$ cat src/rtl/payment_controller.sv
// Vending payment FSM: accepts an order, collects coins, dispenses, returns change or refund.
// Optional feature macro PAY_TIMEOUT_EN adds an idle-cycle auto-refund from PAY.
module payment_controller #(
    parameter int TIMEOUT_CYCLES = 255
) (
    input  logic        clk,
    input  logic        reset,
    input  logic        order_valid,
    output logic        order_ready,
    input  logic [15:0] price,
    input  logic        stock_err,
    input  logic        coin_valid,
    input  logic [7:0]  coin_value,
    input  logic        cancel,
    output logic        dispense,
    output logic        change_valid,
    output logic [15:0] change_amt,
    output logic [15:0] paid_total,
    output logic        order_err,
    output logic        timeout,
    output logic [1:0]  state_dbg
);

    // Handshake: an order transfers on a cycle where order_valid && order_ready;
    // order_ready is high only in IDLE, so order_valid is ignored elsewhere.

    typedef enum logic [1:0] {
        S_IDLE     = 2'd0,
        S_PAY      = 2'd1,
        S_DISPENSE = 2'd2,
        S_CHANGE   = 2'd3
    } state_t;

    state_t      state, state_nxt;
    logic [15:0] price_r, price_nxt;
    logic [15:0] paid_nxt;
    logic [15:0] change_amt_nxt;
    logic        change_valid_nxt;
    logic        order_err_nxt;
    logic [16:0] coin_sum;
    logic        accept;

    assign order_ready = (state == S_IDLE);
    assign dispense    = (state == S_DISPENSE);
    assign state_dbg   = state;
    assign accept      = order_valid && order_ready;
    assign coin_sum    = {1'b0, paid_total} + {9'd0, coin_value};

`ifdef PAY_TIMEOUT_EN
    localparam int TW = $clog2(TIMEOUT_CYCLES + 1);
    logic [TW-1:0] tmo_cnt, tmo_cnt_nxt;
    logic          tmo_hit;
    logic          timeout_nxt;

    // Counts consecutive coin-free PAY cycles; any coin or leaving PAY restarts it.
    always_comb begin
        tmo_cnt_nxt = '0;
        tmo_hit     = 1'b0;
        if (state == S_PAY && !coin_valid) begin
            tmo_cnt_nxt = tmo_cnt + 1'b1;
            tmo_hit     = (tmo_cnt_nxt == TW'(TIMEOUT_CYCLES));
        end
    end

    always_ff @(posedge clk or posedge reset) begin
        if (reset) begin
            tmo_cnt <= '0;
            timeout <= 1'b0;
        end else begin
            tmo_cnt <= tmo_cnt_nxt;
            timeout <= timeout_nxt;
        end
    end
`else
    assign timeout = 1'b0;
`endif

    always_comb begin
        state_nxt        = state;
        price_nxt        = price_r;
        paid_nxt         = paid_total;
        change_amt_nxt   = change_amt;
        change_valid_nxt = 1'b0;
        order_err_nxt    = 1'b0;
`ifdef PAY_TIMEOUT_EN
        timeout_nxt      = 1'b0;
`endif
        case (state)
            S_IDLE: begin
                if (accept) begin
                    if (stock_err) begin
                        order_err_nxt = 1'b1;
                    end else begin
                        price_nxt = price;
                        state_nxt = (price == 16'd0) ? S_DISPENSE : S_PAY;
                    end
                end
            end
            S_PAY: begin
                if (coin_valid) begin
                    paid_nxt = coin_sum[16] ? 16'hFFFF : coin_sum[15:0];
                end
                // Cancel outranks completion, so a completing coin sent with cancel is refunded.
                if (cancel) begin
                    state_nxt        = S_CHANGE;
                    change_amt_nxt   = paid_nxt;
                    change_valid_nxt = (paid_nxt != 16'd0);
                end else if (paid_nxt >= price_r) begin
                    state_nxt = S_DISPENSE;
`ifdef PAY_TIMEOUT_EN
                end else if (tmo_hit) begin
                    state_nxt        = S_CHANGE;
                    change_amt_nxt   = paid_total;
                    change_valid_nxt = (paid_total != 16'd0);
                    timeout_nxt      = 1'b1;
`endif
                end
            end
            S_DISPENSE: begin
                state_nxt        = S_CHANGE;
                change_amt_nxt   = paid_total - price_r;
                change_valid_nxt = (paid_total != price_r);
            end
            S_CHANGE: begin
                paid_nxt  = 16'd0;
                state_nxt = S_IDLE;
            end
            default: state_nxt = S_IDLE;
        endcase
    end

    // Change amount and pulse are registered on entry to CHANGE so both are valid in that cycle.
    always_ff @(posedge clk or posedge reset) begin
        if (reset) begin
            state        <= S_IDLE;
            price_r      <= 16'd0;
            paid_total   <= 16'd0;
            change_amt   <= 16'd0;
            change_valid <= 1'b0;
            order_err    <= 1'b0;
        end else begin
            state        <= state_nxt;
            price_r      <= price_nxt;
            paid_total   <= paid_nxt;
            change_amt   <= change_amt_nxt;
            change_valid <= change_valid_nxt;
            order_err    <= order_err_nxt;
        end
    end

endmodule

$ cat config.mk
export PLATFORM = sky130hd
export DESIGN_NAME = payment_controller
export DESIGN_NICKNAME = d
export VERILOG_FILES = /design/src/rtl/payment_controller.sv
export SDC_FILE = /design/constraint.sdc
export NUM_CORES = 1
export LEC_CHECK = 0
export CORE_MARGIN = 2
export CORE_UTILIZATION = 49
export CTS_CLUSTER_DIAMETER = 80
export DETAILED_ROUTE_END_ITERATION = 8
export PLACE_DENSITY = 0.78
export SLEW_MARGIN = 20
export SYNTH_ARGS = -nofsm -noshare
export SYNTH_HDL_FRONTEND = slang
export SYNTH_SLANG_ARGS = --single-unit
$ cat constraint.sdc
create_clock -name clk -period 4.1 [get_ports clk]
set_input_delay 0.615 -clock clk [delete_from_list [all_inputs] [get_ports clk]]
set_output_delay 0.615 -clock clk [all_outputs]
set_load 0.01 [all_outputs]
Word-level counts from Yosys, hierarchy flattened --
Cells that the tools add are included.
Operators by class: add/sub/neg operators 2, order comparisons 1, equality and inequality tests 8, multiplexer cells 17, bitwise logic cells 1, reduce and logical (&&, ||, !) cells 9
Operator list (count):
- $mux 16 | 4
- $pmux 16 s2 | 2
- $add 16x8->17 | 1
- $ge 16x16->1 | 1
- $logic_not 16->1 | 1
- $ne 16x16->1 | 1
- $reduce_bool 16->1 | 1
- $sub 16x16->16 | 1
- $mux 2 | 5
- $pmux 2 s4 | 1
- $reduce_and 3->1 | 2
- $eq 2x2->1 const B | 2
- $mux 1 | 4
- $ne 2x2->1 const B | 2
- $reduce_bool 2->1 | 2
- $ne 3x3->1 const B | 1
- $eq 2x1->1 const B | 1
- $logic_not 2->1 | 1
- $ne 2x1->1 const B | 1
- $pmux 1 s2 | 1
- $reduce_and 2->1 | 1
- $logic_and 1x1->1 | 1
- $not 1->1 | 1
Storage, ports and cells: flip-flop bits (word level) 52, logic and storage cells 44

Longest topological paths before layout --
depth in word-level cells 8, gate-level depth with buffers 16, depth with buffers taken out 16

Worst setup path before layout --
No wires, ideal clock.
path kind input-to-reg, from input coin_value[0], to register state[0], in the netlist state_dbg[0], setup time 0.126 ns, arrival time 4.023 ns, required time 3.974 ns, setup slack -0.049 ns, cell stages on the path 16, cell sequence ha_1 -> fa_1 -> a21o_2 -> a221oi_4 -> o21ai_4 -> nand2_1 -> a21oi_2 -> ha_1 -> a21o_1 -> a21o_1 -> a2111oi_0 -> o211ai_1 -> nand2_1 -> o22ai_1 -> a31o_2 -> a221o_1
Between the ends: word-level cells in the longest chain between the ends 7
RTL lines:
- from (decl) | RTL line 13 | input logic [7:0] coin_value,
- $add 16x8->17 | RTL line 47 | assign coin_sum = {1'b0, paid_total} + {9'd0, coin_value};
- $mux 16 | RTL line 101 | paid_nxt = coin_sum[16] ? 16'hFFFF : coin_sum[15:0];
- $mux 16 | RTL line 100 | if (coin_valid) begin
- $mux 16 | RTL line 88 | case (state)
- $ge 16x16->1 | RTL line 108 | end else if (paid_nxt >= price_r) begin
- $ne 3x3->1 (no line)
- $reduce_and 3->1 (no line)
- to (signal assigned) | RTL line 142 | state <= state_nxt;
- to (decl) | RTL line 34 | state_t state, state_nxt;
Every way passes these cells. The select of a mux whose other input is x is not followed. A chain may end at the register's enable or synchronous reset.

Worst setup path in the final report --
from input coin_value[5], to register state[0], in the netlist state_dbg[0]
Same word-level chain as after synthesis.

==> flow_summary.html <==
<table>
<tr><th>Metric</th><th>Value</th></tr>
<tr><th colspan="2">Route</th></tr>
<tr><td>Detailed Route WL</td><td>11500 um</td></tr>
<tr><td>WL per Instance</td><td>17.7 um</td></tr>
<tr><td>Count of TritonRoute iterations in the first routing pass</td><td>5</td></tr>
<tr><td>Vias per cell</td><td>5.86</td></tr>
<tr><td>Total number of vias</td><td>3796</td></tr>
<tr><td>DRC violation count after routing</td><td>0</td></tr>
<tr><td>DRC violation total after the first TritonRoute iteration</td><td>272</td></tr>
<tr><td>ANT nets after route</td><td>0</td></tr>
<tr><th colspan="2">Job</th></tr>
<tr><td>Maximum Capacitance Violations</td><td>0</td></tr>
<tr><th colspan="2">STA</th></tr>
<tr><td>Headroom to the max-slew limit</td><td>40.6%</td></tr>
<tr><td>Slew at the pin closest to its max-slew limit</td><td>0.890 ns</td></tr>
<tr><td>Final number of max-transition violations</td><td>0</td></tr>
<tr><td>Minimum clock period</td><td>4.01 ns</td></tr>
<tr><td>Layout Skew</td><td>0.00753 ns</td></tr>
<tr><td>Final setup fails</td><td>0</td></tr>
<tr><td>Achievable frequency</td><td>250 MHz</td></tr>
<tr><td>Final Hold Fails</td><td>0</td></tr>
<tr><td>Post-route setup TNS</td><td>0 ns</td></tr>
<tr><td>Share of the cycle needed by the critical path after routing</td><td>97.7%</td></tr>
<tr><th colspan="2">Clock network</th></tr>
<tr><td>CTS tree</td><td>yes</td></tr>
<tr><td>Num CTS Buffers</td><td>5</td></tr>
<tr><td>Clock latency reported for the late side of the worst-skew pair</td><td>0.31 ns</td></tr>
<tr><td>Clock transition at the register clock pins on the worst setup and hold paths after CTS</td><td>0.10 ns</td></tr>
<tr><td>Maximum clock path buffer count</td><td>2</td></tr>
<tr><td>Clk sink count</td><td>52</td></tr>
<tr><td>Maximum level of the CTS H-tree</td><td>2</td></tr>
<tr><td>Clock root cell</td><td>clkbuf_8</td></tr>
<tr><th colspan="2">Power</th></tr>
<tr><td>VDD IR-drop max</td><td>307 uV</td></tr>
<tr><td>Pwr per Cell Area</td><td>766 nW/um^2</td></tr>
<tr><td>Sequential Power Share</td><td>21.8%</td></tr>
<tr><td>Combinational share of power</td><td>69.5%</td></tr>
<tr><td>Switching power summed over all nets</td><td>0.00184 W</td></tr>
<tr><td>Net Sw Frac</td><td>44.5%</td></tr>
<tr><td>Part of the power in the clock network</td><td>8.6%</td></tr>
<tr><td>Leak</td><td>2.54 nW</td></tr>
<tr><td>Internal power</td><td>0.00229 W</td></tr>
<tr><th colspan="2">Synth</th></tr>
<tr><td>Yosys warnings</td><td>0</td></tr>
<tr><td>Yosys cell types</td><td>57</td></tr>
<tr><td>Most used standard cells in the synthesized netlist</td><td>52 x dfrtp_1, 43 x ha_1, 38 x nor2_1</td></tr>
<tr><td>Per-instance average area after synthesis</td><td>9.20 sq um</td></tr>
<tr><td>Number of register bits inferred by synthesis</td><td>52</td></tr>
<tr><td>Netlist Area Pre-Place</td><td>4000 sq um</td></tr>
<tr><td>Register area share after synthesis</td><td>32.5%</td></tr>
<tr><td>Synth Instances</td><td>435</td></tr>
<tr><td>Post-synth top area share</td><td>32.5%</td></tr>
<tr><td>Most frequent cell after synthesis</td><td>dfrtp_1</td></tr>
<tr><td>Most common flop cell mapped by yosys</td><td>dfrtp_1</td></tr>
<tr><td>Top cells by area in the synthesized netlist</td><td>dfrtp_1 33%, ha_1 13%, mux2_2 5.9%, mux2i_1 4.3%, a21oi_1 3.6%</td></tr>
<tr><td>Net count after synthesis</td><td>510</td></tr>
<tr><td>Post-synth top area cell</td><td>dfrtp_1</td></tr>
<tr><td>Async set-or-reset flop fraction in the synthesized netlist</td><td>100%</td></tr>
<tr><td>EDFF count, synth</td><td>0</td></tr>
<tr><th colspan="2">Critical path</th></tr>
<tr><td>Crit path kind</td><td>in -&gt; reg</td></tr>
<tr><td>Critical path startpoint category</td><td>input port</td></tr>
<tr><td>Nature of the critical path endpoint</td><td>flip-flop</td></tr>
<tr><td>Data arrival time of the critical path</td><td>4.20 ns</td></tr>
<tr><td>Maximum fanout count along the critical path</td><td>3</td></tr>
<tr><td>Required time at the endpoint of the critical path</td><td>4.30 ns</td></tr>
<tr><th colspan="2">Place</th></tr>
<tr><td>Placed Cells incl. Taps</td><td>636</td></tr>
<tr><td>Count of port buffers added during placement</td><td>67</td></tr>
<tr><td>Total half-perimeter wirelength after legalization and detailed placement</td><td>8840 um</td></tr>
<tr><td>Routability Congestion</td><td>0.956</td></tr>
<tr><th colspan="2">Die</th></tr>
<tr><td>Num ports</td><td>69</td></tr>
<tr><td>Initial standard-cell utilization of the core</td><td>51.3%</td></tr>
<tr><td>Core Area</td><td>7810 sq um</td></tr>
<tr><td>Y dimension of the die</td><td>94.4 um</td></tr>
<tr><td>Width of the chip</td><td>94.4 um</td></tr>
<tr><td>Row Count</td><td>32</td></tr>
<tr><td>Die area</td><td>8910 sq um</td></tr>
<tr><th colspan="2">Cells and area</th></tr>
<tr><td>Syn-to-layout area delta</td><td>34.7%</td></tr>
<tr><td>Final instance count without filler cells</td><td>648</td></tr>
<tr><td>Layout cells sized above 1</td><td>21.1%</td></tr>
<tr><td>Total number of nets in the final design</td><td>620</td></tr>
<tr><td>Antenna Diode Count</td><td>0</td></tr>
<tr><th colspan="2">GRT</th></tr>
<tr><td>First-pass GRT wire length</td><td>18000 um</td></tr>
<tr><td>Global routing usage summed across all routing layers</td><td>25.9%</td></tr>
<tr><td>Number of global-route vias before repair</td><td>3548</td></tr>
<tr><td>Congestion Overflow GR</td><td>0</td></tr>
<tr><td>Largest net degree at the start of global routing</td><td>53</td></tr>
<tr><td>Antenna violations before repair</td><td>0</td></tr>
<tr><th colspan="2">Hold path</th></tr>
<tr><td>Worst hold-check path type</td><td>reg -&gt; reg</td></tr>
<tr><th colspan="2">Outcome</th></tr>
<tr><td>Status</td><td>finished clean</td></tr>
</table>
## worst max-delay path, cell delays in order
cell and delay (ns):
clkdlybuf4s50_1 0.44, ha_4 0.28, and3_4 0.20, a21bo_2 0.25, a31oi_4 0.17, and2_4 0.20
a21oi_2 0.07, ha_1 0.31, a21o_1 0.19, a21o_1 0.22, a2111oi_4 0.38, o211ai_1 0.14
nand2_1 0.12, o22ai_2 0.10, a31o_2 0.22, a221o_1 0.31
## metrics by stage
| stage | hold slack, ns | utilization, % | total power (W) | instance area [sq um] | setup WS [ns] |
|---|---|---|---|---|---|
| floorplan | 0.479 | - | 0.00260 | 4010 | 0.0156 |
| global placement | 0.461 | 65.3 | 0.00349 | 5100 | -0.399 |
| detailed placement | 0.471 | 65.3 | 0.00359 | 5100 | -0.568 |
| CTS | 0.492 | 67.8 | 0.00400 | 5300 | 0.0273 |
| global route | 0.511 | 69.1 | 0.00443 | 5400 | -0.00347 |
| finish | 0.482 | 69.1 | 0.00413 | 5400 | 0.0950 |
## registers in the layout (all words and copies together) (netlist names)
name and cells:
change_amt 16, change_valid 1, order_err 1, paid_total 16, price_r 16, state_dbg 2
## logic make-up after synthesis
kind of cell	synth area share, %
simple gates	16.3
flops	32.5
xor+xnor	3.72
fa+ha+maj	14.4
other cells	0.0937
mux	10.5
buf+inv	4.25
compound gates	18.1
## repair_timing
| item | CTS | global route |
|---|---|---|
| setup buffers | 3 | 1 |
| resized for setup | 12 | 14 |
| pin swaps | 10 | 15 |
| endpoints found under the setup margin | 2 | 2 |
| hold buffers | 0 | 0 |
## cell type report
cell class | instances | area [sq um]
clock buffers | 6 | 72.6
clock inverters | 2 | 35.0
fillers | 602 | 2410
inverters | 29 | 110
multi-input cells | 339 | 2690
flip-flops and latches | 52 | 1300
well taps | 102 | 128
repair buffers | 118 | 1060
## power by group through the flow
stage                     clock [W]  combinational [W]  sequential [W]
after CTS                  0.000358            0.00275        0.000893
after floorplan                   0            0.00168        0.000919
after detailed placement          0            0.00268        0.000902
after global placement            0            0.00260        0.000889
final                      0.000357            0.00287        0.000902
after global routing       0.000381            0.00312        0.000930
## worst paths after layout
path                                      startpoint                   endpoint  slack, ns  cells past startpoint
setup / recovery                       coin_value[5]   state_dbg[0]$_DFFE_PP0P_       0.09                     16
hold / removal             change_amt[2]$_DFFE_PP0P_  change_amt[2]$_DFFE_PP0P_       0.48                      2
setup reg to reg           paid_total[0]$_DFFE_PP0P_   state_dbg[0]$_DFFE_PP0P_       0.20                     16
hold reg to reg            change_amt[2]$_DFFE_PP0P_  change_amt[2]$_DFFE_PP0P_       0.48                      2
max in group asynchronous                      reset  paid_total[5]$_DFFE_PP0P_       2.79                      2
min in group asynchronous                      reset    price_r[14]$_DFFE_PP0P_       0.78                      2
## layer usage
metal / GRT usage, % / up-vias / wire length, um / share of wire [%]
met5: 0 / - / 0 / 0
met4: 6.64 / 0 / 245 / 2.1
met3: 3.19 / 25 / 698 / 6.1
met2: 43.4 / 154 / 5530 / 48
met1: 35.8 / 1806 / 5010 / 44
li1: - / 1811 / - / -
## placed cells by master (no fill, tap or decap), drive strengths merged, types with 4 or more instances in the layout
cell / instances
a21o: 14
clkbuf: 6
inv: 28
o22ai: 4
nor4: 7
dfrtp: 52
dlymetal6s2s: 4
and3: 8
xor2: 6
mux2i: 17
mux2: 22
nor2: 38
a211oi: 4
nand2: 32
a21oi: 31
nand2b: 7
ha: 43
a31oi: 13
or4: 4
a221oi: 4
clkdlybuf4s50: 63
o21ai: 20
xnor2: 11
buf: 51
nand3: 7
nor3: 5
nor2b: 4
nand4: 9
Power figures use the tool's default switching activity.
